`src/rtl/mix_engine_pkg.sv`:
```
// mix_engine_pkg: shared FSM state type and lane offsets used by the mixing round.
package mix_engine_pkg;

  typedef enum logic [1:0] {
    IDLE,
    RUN,
    DONE
  } state_t;

  // Lane distances used by the diffusion round (added lane, xor-source lane, subtract-source lane)
  localparam int PREV_OFS = 1;
  localparam int XOR_OFS  = 3;
  localparam int SUB_OFS  = 2;

endpackage

```
`src/rtl/mix_engine_if.sv`:
```
// mix_engine_if: valid/ready block handshake into and out of the mixing engine.
interface mix_engine_if #(
  parameter int LANES = 8,
  parameter int WIDTH = 32
);

  logic                   in_valid;
  logic                   in_ready;
  logic [LANES*WIDTH-1:0] in_data;
  logic                   out_valid;
  logic                   out_ready;
  logic [LANES*WIDTH-1:0] out_data;

  // Producer/consumer side (drives blocks in, takes results out)
  modport master (
    output in_valid, in_data, out_ready,
    input  in_ready, out_valid, out_data
  );

  // Engine side
  modport slave (
    input  in_valid, in_data, out_ready,
    output in_ready, out_valid, out_data
  );

endinterface

```
`src/rtl/mix_engine_round.sv`:
```
// mix_round: one combinational add/xor/shift diffusion round over all lanes.
// Every lane term is taken from the pre-round state, so lanes update in parallel.
module mix_round
  import mix_engine_pkg::*;
#(
  parameter int LANES = 8,
  parameter int WIDTH = 32,
  parameter int RW    = 3
) (
  input  logic [LANES*WIDTH-1:0] state,
  input  logic [RW-1:0]          round,
  output logic [LANES*WIDTH-1:0] next
);

  localparam int SH = WIDTH / 2;

  logic [WIDTH-1:0] s [LANES];
  logic [WIDTH-1:0] t [LANES];
  logic [WIDTH-1:0] u [LANES];

  for (genvar i = 0; i < LANES; i++) begin : g_lane
    localparam int PREV_I = (i + LANES - PREV_OFS) % LANES;
    localparam int XOR_I  = (i + XOR_OFS) % LANES;
    localparam int SUB_I  = (i + SUB_OFS) % LANES;

    assign s[i] = state[i*WIDTH +: WIDTH];
    assign t[i] = s[i] + s[PREV_I] + WIDTH'(i);
    assign u[i] = t[i] ^ (t[XOR_I] << SH);
    assign next[i*WIDTH +: WIDTH] = u[i] - (u[SUB_I] >> (SH + 1)) + WIDTH'(round);
  end

endmodule

```
`src/rtl/mix_engine.sv`:
```
// mix_engine: handshaked multi-lane mixer applying ROUNDS diffusion rounds, one per clock.
// Optional feature macro: MIX_ENGINE_ACCUM_EN -- when defined, a load xors the incoming
// block into the retained state (chained mode); otherwise each block replaces the state.
module mix_engine
  import mix_engine_pkg::*;
#(
  parameter int LANES  = 8,
  parameter int WIDTH  = 32,
  parameter int ROUNDS = 4
) (
  input  logic         clk,
  input  logic         rst,
  mix_engine_if.slave  bus,
  output logic         busy
);

  localparam int CW = $clog2(ROUNDS + 1);

  state_t                 st;
  logic [LANES*WIDTH-1:0] state;
  logic [LANES*WIDTH-1:0] next_state;
  logic [CW-1:0]          cnt;
  logic                   in_ready_q;
  logic                   out_valid_q;
  logic                   busy_q;

  mix_round #(
    .LANES (LANES),
    .WIDTH (WIDTH),
    .RW    (CW)
  ) u_round (
    .state (state),
    .round (cnt),
    .next  (next_state)
  );

  // Control FSM: load a block, run the rounds, hold the result until the consumer takes it
  always_ff @(posedge clk) begin
    if (rst) begin
      st          <= IDLE;
      state       <= '0;
      cnt         <= '0;
      in_ready_q  <= 1'b1;
      out_valid_q <= 1'b0;
      busy_q      <= 1'b0;
    end else begin
      case (st)
        IDLE: begin
          if (bus.in_valid) begin
`ifdef MIX_ENGINE_ACCUM_EN
            state <= state ^ bus.in_data;
`else
            state <= bus.in_data;
`endif
            cnt        <= '0;
            st         <= RUN;
            in_ready_q <= 1'b0;
            busy_q     <= 1'b1;
          end
        end
        RUN: begin
          state <= next_state;
          cnt   <= cnt + CW'(1);
          if (cnt == CW'(ROUNDS - 1)) begin
            st          <= DONE;
            out_valid_q <= 1'b1;
          end
        end
        DONE: begin
          if (bus.out_ready) begin
            st          <= IDLE;
            out_valid_q <= 1'b0;
            in_ready_q  <= 1'b1;
            busy_q      <= 1'b0;
          end
        end
        default: begin
          st          <= IDLE;
          in_ready_q  <= 1'b1;
          out_valid_q <= 1'b0;
          busy_q      <= 1'b0;
        end
      endcase
    end
  end

  assign bus.in_ready  = in_ready_q;
  assign bus.out_valid = out_valid_q;
  assign bus.out_data  = state;
  assign busy          = busy_q;

endmodule

```
`src/flat_wrapper.sv`:
```
// flat-port wrapper written by rule: the top's interface ports become plain ports
module mix_engine_flat import mix_engine_pkg::*;
#(
  parameter int LANES  = 8,
  parameter int WIDTH  = 32,
  parameter int ROUNDS = 4
)
  (clk, rst, busy, bus_in_valid, bus_in_data, bus_out_ready, bus_in_ready, bus_out_valid, bus_out_data);
  mix_engine_if #(.LANES(LANES), .WIDTH(WIDTH)) bus_i ();
  input  logic clk;
  input  logic rst;
  output logic busy;
  input wire logic [$bits(bus_i.in_valid)-1:0] bus_in_valid;
  input wire logic [$bits(bus_i.in_data)-1:0] bus_in_data;
  input wire logic [$bits(bus_i.out_ready)-1:0] bus_out_ready;
  output wire logic [$bits(bus_i.in_ready)-1:0] bus_in_ready;
  output wire logic [$bits(bus_i.out_valid)-1:0] bus_out_valid;
  output wire logic [$bits(bus_i.out_data)-1:0] bus_out_data;
  assign bus_i.in_valid = bus_in_valid;
  assign bus_i.in_data = bus_in_data;
  assign bus_i.out_ready = bus_out_ready;
  assign bus_in_ready = bus_i.in_ready;
  assign bus_out_valid = bus_i.out_valid;
  assign bus_out_data = bus_i.out_data;
  mix_engine #(.LANES(LANES), .WIDTH(WIDTH), .ROUNDS(ROUNDS)) u_core (.clk(clk), .rst(rst), .bus(bus_i), .busy(busy));
endmodule
```
`config.mk`:
```
export PLATFORM = sky130hd
export DESIGN_NAME = mix_engine_flat
export DESIGN_NICKNAME = d
export VERILOG_FILES = /design/src/rtl/mix_engine_pkg.sv /design/src/rtl/mix_engine_if.sv /design/src/rtl/mix_engine_round.sv /design/src/rtl/mix_engine.sv /design/src/flat_wrapper.sv
export SDC_FILE = /design/constraint.sdc
export NUM_CORES = 2
export LEC_CHECK = 0
export ABC_CLOCK_PERIOD_IN_PS = 17100
export CELL_PAD_IN_SITES_DETAIL_PLACEMENT = 1
export CELL_PAD_IN_SITES_GLOBAL_PLACEMENT = 1
export CORE_MARGIN = 1.5
export CORE_UTILIZATION = 40
export DETAILED_ROUTE_END_ITERATION = 7
export GPL_TIMING_DRIVEN = 0
export PLACE_DENSITY = 0.86
export SKIP_LAST_GASP = 1
export SLEW_MARGIN = 10
export SYNTH_ARGS = -nofsm -noshare
export SYNTH_HDL_FRONTEND = slang
export SYNTH_HIERARCHICAL = 1
export SYNTH_SLANG_ARGS = --single-unit
```
`constraint.sdc`:
```
create_clock -name clk -period 17.1 [get_ports clk]
set_input_delay 2.565 -clock clk [delete_from_list [all_inputs] [get_ports clk]]
set_output_delay 2.565 -clock clk [all_outputs]
set_load 0.005 [all_outputs]
```
---- Yosys cells after proc, flatten, opt, wreduce, memory -nomap -nowiden ----
Index checks and enable logic that the tools add are counted.
operators by class
  equal/unequal tests ..................... 6
  add/sub/neg operators ................... 32
  mux-type cells .......................... 16
  reduce and logical (&&, ||, !) cells .... 6
  bitwise gates (word level) .............. 10
operator list
  operator                                                          count
  256-bit one-hot mux with 2 select lines                           1
  32-bit by 3-bit adder with 32-bit output                          8
  32-bit adder                                                      8
  256-bit two-way mux                                               1
  32-bit by 15-bit subtractor with 32-bit output                    8
  32-bit XOR                                                        8
  32-bit by 3-bit adder with 32-bit output (second input constant)  4
  32-bit by 2-bit adder with 32-bit output (second input constant)  2
  32-bit by 1-bit adder with 32-bit output (second input constant)  1
  1-bit one-hot mux with 3 select lines                             3
  3-bit AND reduction                                               3
  2-bit two-way mux                                                 3
  2-bit one-hot mux with 3 select lines                             1
  3-bit one-hot mux with 2 select lines                             1
  1-bit two-way mux                                                 5
  2-bit != test (second input constant)                             2
  3-bit by 1-bit adder with 3-bit output (second input constant)    1
  3-bit by 2-bit == test with 1-bit output (second input constant)  1
  3-bit two-way mux                                                 1
  2-bit by 1-bit == test with 1-bit output (second input constant)  1
  2-bit == test (second input constant)                             1
  2-bit zero test                                                   1
  2-bit by 1-bit != test with 1-bit output (second input constant)  1
  1-bit NOT                                                         2
  other kinds (2)                                                   2
storage, ports and cells
  input port bits ......................... 260
  register bits ........................... 264
  word-level logic and storage cells ...... 76

---- Depth between registers and ports, before layout ----
  depth in word-level cells ............... 6
  depth in mapped cells ................... 33
  gate-level depth less buffers ........... 33

---- Modules after synthesis ----
Netlist, hierarchy kept.
modules (own cells, without submodules)
  module      area each (um^2)  cells an instance  seq. area each (um^2)  times used
  mix_round   28533.6           3698               0.0                    1
  mix_engine  10682.7           1432               5285.1                 1

---- Worst setup path after synthesis ----
Ideal clock, no wire load.
  path type ............................... register to register
  start point ............................. register u_core.state[225] (netlist: u_core/bus.out_data[225])
  end point ............................... register u_core.state[191] (netlist: u_core/bus.out_data[191])
  stages on the path, launching flop included .. 31
  path buffers ............................ 0
  required time ........................... 17.008 ns
  slack ................................... 10.362 ns
  data arrival time ....................... 6.646 ns
  setup time .............................. 0.092 ns
  cells stage by stage .................... dfxtp_1 inv_1 ha_1 inv_1 ha_1 fa_1 a211oi_1 nor2_1 o311a_1 o311a_1 a21oi_1 o21ai_1 a21o_1 a21o_1 a21o_1 a21oi_1 xnor2_1 fa_1 ha_1 a21oi_1 nand2b_1 a21oi_1 o21ai_1 a21oi_1 o41ai_1 o21ai_0 a221oi_1 o21ai_0 xnor3_1 nor2_1 nor4_1
between the ends
  word-level cells in the longest chain between the ends .. 6
  elaborated cells on any way between the ends .. 8
ends and longest elaborated chain
  element                                           line                    text
  start, declared                                   mix_engine.sv:20        logic [LANES*WIDTH-1:0] state;
  start signal, assigned                            mix_engine.sv:53        state <= bus.in_data;
  start signal, assigned                            mix_engine.sv:62        state <= next_state;
  32-bit adder                                      mix_engine_round.sv:27  assign t[i] = s[i] + s[PREV_I] + WIDTH'(i);
  32-bit by 3-bit adder with 32-bit output          mix_engine_round.sv:27
  32-bit XOR                                        mix_engine_round.sv:28  assign u[i] = t[i] ^ (t[XOR_I] << SH);
  32-bit by 15-bit subtractor with 32-bit output *  mix_engine_round.sv:29  assign next[i*WIDTH +: WIDTH] = u[i] - (u[SUB_I] >> (SH + 1)) + WIDTH'(round);
  32-bit by 3-bit adder with 32-bit output *        mix_engine_round.sv:29
  via u_core.next_state[191]                        mix_engine.sv:21        logic [LANES*WIDTH-1:0] next_state;
  256-bit one-hot mux with 2 select lines *         mix_engine.sv:47        case (st)
Mark *: on every way through the listed nets, which the timed path passes. The rest lies on a longest branch.
A chain may end at the register's enable or synchronous reset.

---- Worst setup path in the final report ----
  start point ............................. register u_core.state[225] (netlist: u_core/bus.out_data[225])
  end point ............................... register u_core.state[94] (netlist: u_core/bus.out_data[94])
between the ends
  word-level cells in the longest chain between the ends .. 6
ends and longest elaborated chain
  element                                         line
  32-bit adder                                    mix_engine_round.sv:27
  32-bit by 3-bit adder with 32-bit output        mix_engine_round.sv:27
  32-bit XOR                                      mix_engine_round.sv:28
  32-bit by 15-bit subtractor with 32-bit output  mix_engine_round.sv:29
  32-bit by 3-bit adder with 32-bit output        mix_engine_round.sv:29
  via u_core.next_state[94]                       mix_engine.sv:21
  256-bit one-hot mux with 2 select lines         mix_engine.sv:47
The timed path passes the listed nets, and every way through them passes these cells.

==> metrics.txt <==
# TYPE chip_impl_metric gauge
chip_impl_metric{name="gp_congestion",unit=""} 1.08
chip_impl_metric{name="row_count",unit=""} 114
chip_impl_metric{name="timing.critical_path.required",unit="ps"} 17550
chip_impl_metric{name="fillCellCount",unit=""} 12000
chip_impl_metric{name="wl",unit="mm"} 210
chip_impl_metric{name="timing.reg2reg.setup_slack",unit="ps"} 7770
chip_impl_metric{name="cts_made_buffers",unit=""} 36
chip_impl_metric{name="synth_async_sr_flop_share",unit="%"} 0
chip_impl_info{name="grt_setup_unrepaired",value="no"} 1
chip_impl_metric{name="initial_cell_density_of_the_core",unit="%"} 40.5
chip_impl_metric{name="synth_xor_area_share",unit="%"} 13.8
chip_impl_metric{name="layout_worst_path_cycle_share",unit="%"} 54.6
chip_impl_metric{name="initial_antenna_violation_count",unit=""} 21
chip_impl_info{name="r2r_end",value="u_core/bus.out_data[94]"} 1
chip_impl_metric{name="worstSkewPairLatency",unit="ps"} 620
chip_impl_metric{name="synthesis.yosys.warnings",unit=""} 6
chip_impl_metric{name="synth_area",unit="mm2"} 0.0392
chip_impl_metric{name="numClockSinks",unit=""} 264
chip_impl_metric{name="fp.dieW",unit="um"} 316
chip_impl_metric{name="via_per_inst",unit=""} 6.14
chip_impl_info{name="violations",value="design-rule violations, max-capacitance violations, max-slew violations"} 1
chip_impl_metric{name="synth-adder-area-share",unit="%"} 26.4
chip_impl_metric{name="max_slew.worst_pin.slew",unit="ps"} 1510
chip_impl_metric{name="postCtsResizedCells",unit=""} 0
chip_impl_metric{name="timing.max_slew.rel_slack",unit="%"} -0.721
chip_impl_metric{name="numPortBuffers",unit=""} 517
chip_impl_metric{name="synth_cell_types",unit=""} 96
chip_impl_metric{name="ios",unit=""} 519
chip_impl_metric{name="report.final.setup_viol",unit=""} 0
chip_impl_info{name="synth_flop_cell",value="dfxtp_1"} 1
chip_impl_info{name="cts_tree",value="built"} 1
chip_impl_metric{name="fraction_of_final_layout_cells_with_drive_strength_greater_than_1",unit="%"} 3.68
chip_impl_info{name="critical_path.slowest_cell",value="xnor2_1"} 1
chip_impl_metric{name="worstSetupPathDepth",unit=""} 29
chip_impl_metric{name="reg2regPathDepth",unit=""} 29
chip_impl_metric{name="drc",unit=""} 58
chip_impl_metric{name="floorplan.die_area",unit="mm2"} 0.0999
chip_impl_info{name="synth_top_area_cell",value="ha_1"} 1
chip_impl_metric{name="detailedRoute.firstIterationViolations",unit=""} 4148
chip_impl_info{name="critical_path_class",value="flip-flop to flip-flop"} 1
chip_impl_info{name="cpLargestDelayFamily",value="compound AO/OA/AOI/OAI gates"} 1
chip_impl_metric{name="fraction_of_synthesized_area_in_multiplexers",unit="%"} 0.0766
chip_impl_metric{name="post_cts_setup_buffer_count",unit=""} 0
chip_impl_metric{name="final-hold-violation-count",unit=""} 0
chip_impl_info{name="timing.critical_path.from",value="u_core/bus.out_data[225]"} 1
chip_impl_metric{name="tns",unit="ps"} 0
chip_impl_metric{name="drv_cap",unit=""} 1
chip_impl_metric{name="via_count",unit=""} 42900
chip_impl_metric{name="max_stage_delay",unit="ps"} 870
chip_impl_info{name="clock-root-buffer",value="clkbuf_16"} 1
chip_impl_metric{name="layout.nets",unit=""} 6758
chip_impl_metric{name="synth_edf_count",unit=""} 0
chip_impl_metric{name="wire_per_inst",unit="um"} 30.0
chip_impl_metric{name="synthesis.instances",unit=""} 5130
chip_impl_metric{name="synthDominantCellAreaShare",unit="%"} 25.2
chip_impl_metric{name="firstDrtPassIters",unit=""} 8
chip_impl_metric{name="antenna_left",unit=""} 0
chip_impl_metric{name="timing.clock.skew",unit="ps"} 32.0
chip_impl_info{name="post_synth_main_area_contributors",value="ha_1 25%, dfxtp_1 13%, nor2_1 9.5%"} 1
chip_impl_metric{name="timing.critical_path.fanout_max",unit=""} 6
chip_impl_metric{name="area_growth_syn_to_layout",unit="%"} 20.6
chip_impl_metric{name="worstPathArrival",unit="ps"} 9790
chip_impl_metric{name="first_global_vias",unit=""} 42600
chip_impl_info{name="endpoint_kind",value="flip-flop"} 1
chip_impl_info{name="synth_top_family_by_area",value="adder cells"} 1
chip_impl_metric{name="yosys.area_share.simple",unit="%"} 21.2
chip_impl_info{name="synthTopCellsByCount",value="993 x nor2_1, 790 x ha_1, 403 x xnor2_1"} 1
chip_impl_metric{name="global_router_s_overall_resource_usage",unit="%"} 40.5
chip_impl_metric{name="grt_overflow",unit=""} 0
chip_impl_info{name="regToRegStartpoint",value="u_core/bus.out_data[225]"} 1
chip_impl_metric{name="synth-compound-area-share",unit="%"} 20.1
chip_impl_metric{name="fp.coreArea",unit="mm2"} 0.0969
chip_impl_metric{name="seq_area_frac_synth",unit="%"} 13.5
chip_impl_metric{name="die_height",unit="um"} 316
chip_impl_metric{name="ys_seq_elements",unit=""} 264
chip_impl_metric{name="grt_start_max_net_pins",unit=""} 13
chip_impl_info{name="start_kind",value="flip-flop"} 1
chip_impl_metric{name="synth.avg_cell_area",unit="um2"} 7.64
chip_impl_metric{name="hpwl",unit="mm"} 178
chip_impl_info{name="worst_setup_path_endpoint",value="u_core/bus.out_data[94]"} 1
chip_impl_metric{name="maxClockFrequency",unit="MHz"} 107
chip_impl_metric{name="cts_buffer_depth",unit=""} 3
chip_impl_info{name="min-delay-path-class",value="flip-flop to flip-flop"} 1
chip_impl_metric{name="finalMaxSlewViolations",unit=""} 9
chip_impl_metric{name="grt_pass1_wl",unit="mm"} 292
chip_impl_info{name="post-synth-top-count-cell",value="nor2_1"} 1
chip_impl_metric{name="postSynthNetCount",unit=""} 6203
chip_impl_info{name="status",value="finished with violations"} 1
chip_impl_metric{name="postCtsHoldBufs",unit=""} 0
chip_impl_metric{name="htreeDepth",unit=""} 2
chip_impl_metric{name="timing.critical_path.buf_inv",unit=""} 2
chip_impl_metric{name="final.min_clock_period",unit="ps"} 9330
chip_impl_metric{name="clk_transition_reported_paths",unit="ps"} 60
chip_impl_info{name="most_frequent_cell_on_critical_path",value="ha_1"} 1
-- sequential cells by signal, indices dropped and copies added, names as in the netlist --
| register | flops |
|---|---|
| u_core/bus.in_ready | 1 |
| u_core/st | 2 |
| u_core/cnt | 3 |
| u_core/bus.out_data | 256 |
| u_core/bus.out_valid | 1 |
| u_core/busy | 1 |
-- logic make-up (layout without fill, tap and decap cells) --
group / after synthesis / count (layout)
AND/OR/NAND/NOR: 1801 / 1801
AO/OA/AOI/OAI: 1197 / 1197
adder cells (fa/ha/maj): 815 / 815
XOR/XNOR: 610 / 610
buffers and inverters: 440 / 1022
flip-flops: 264 / 264
multiplexers: 3 / 3
other: 0 / 1
-- per-layer routing --
metal  share of wire (%)  routed length [um]  track usage, %
met1                  40               84300            50.0
met2                  42               87300            60.9
met3                 9.4               19700            9.40
met4                 8.8               18400            30.9
met5               0.059                 124               0
-- stage by stage --
step           cell area [um2]  std cells  hold slack, ps  util (%)  setup WS [ps]
5_1_grt                  47300       6988             469      48.8           7630
2_1_floorplan            39200       5130             453         -          10360
3_3_place_gp             46000       6923             446      47.5           7860
3_5_place_dp             46000       6923             453      47.5           7780
4_1_cts                  47300       6988             459      48.8           7710
6_report                 47300       6989             458      48.8           7770
-- worst min-delay path: cells and delay by family, from the launching register on --
family,cells,cell delay (ps)
compound gates,1,50
flops,1,310
simple gates,1,50
-- worst min-delay path by stage --
stage	start	endpoint	slack (ps)	cells past startpoint
3_3_place_gp	u_core/busy	u_core/busy	450	2
6_report	u_core/bus.out_valid	u_core/bus.out_valid	460	2
2_1_floorplan	u_core/bus.out_valid	u_core/bus.out_valid	450	2
5_1_grt	u_core/bus.out_valid	u_core/bus.out_valid	470	2
3_5_place_dp	u_core/bus.out_valid	u_core/bus.out_valid	450	2
4_1_cts	u_core/bus.out_valid	u_core/bus.out_valid	460	2
-- layout make-up --
class / count / area (um2) / share of cell area (%)
clock inverter: 18 / 292 / 0.616
timing repair buffer: 517 / 5170 / 10.9
sequential: 264 / 5290 / 11.2
multi-input combinational: 4426 / 32000 / 67.6
buffer: 130 / 774 / 1.64
inverter: 310 / 1160 / 2.46
tap: 1276 / 1600 / 3.38
antenna: 1 / 2.50 / 0.00529
clock buffer: 47 / 1010 / 2.14
-- cell usage in the layout, fill, tap and decap left out, types with 8 or more instances in the layout --
| cell type | netlist | routed |
|---|---|---|
| nor2_1 | 993 | 993 |
| ha_1 | 790 | 790 |
| clkdlybuf4s50_1 | 0 | 517 |
| xnor2_1 | 403 | 403 |
| a21oi_1 | 358 | 358 |
| inv_1 | 309 | 309 |
| nor4_1 | 263 | 263 |
| dfxtp_1 | 264 | 263 |
| a21o_1 | 212 | 212 |
| xor2_1 | 202 | 202 |
| o21ai_0 | 189 | 189 |
| nand2_1 | 159 | 159 |
| o21bai_1 | 76 | 76 |
| o21a_1 | 70 | 70 |
| nand3_1 | 65 | 65 |
| nor2b_1 | 59 | 59 |
| nor3_1 | 57 | 57 |
| buf_2 | 54 | 54 |
| nand2b_1 | 52 | 52 |
| clkbuf_1 | 42 | 46 |
| clkbuf_16 | 0 | 37 |
| a211oi_1 | 35 | 34 |
| o211ai_1 | 30 | 30 |
| nand4_1 | 30 | 30 |
| and3_1 | 30 | 30 |
| a31oi_1 | 29 | 29 |
| buf_6 | 26 | 26 |
| or3_1 | 24 | 24 |
| fa_1 | 23 | 23 |
| a21boi_0 | 19 | 19 |
| and2_1 | 18 | 18 |
| o31ai_1 | 16 | 16 |
| a211o_1 | 15 | 15 |
| or2_2 | 15 | 15 |
| o21ai_1 | 13 | 13 |
| o31a_1 | 10 | 10 |
| a31o_2 | 10 | 10 |
| and4_1 | 9 | 9 |
| a221oi_1 | 8 | 8 |
| a2111oi_0 | 8 | 8 |
Power is left out: the tool's default activity adds up to more than one toggle a clock period on the data nets, which glitch-free logic cannot reach.
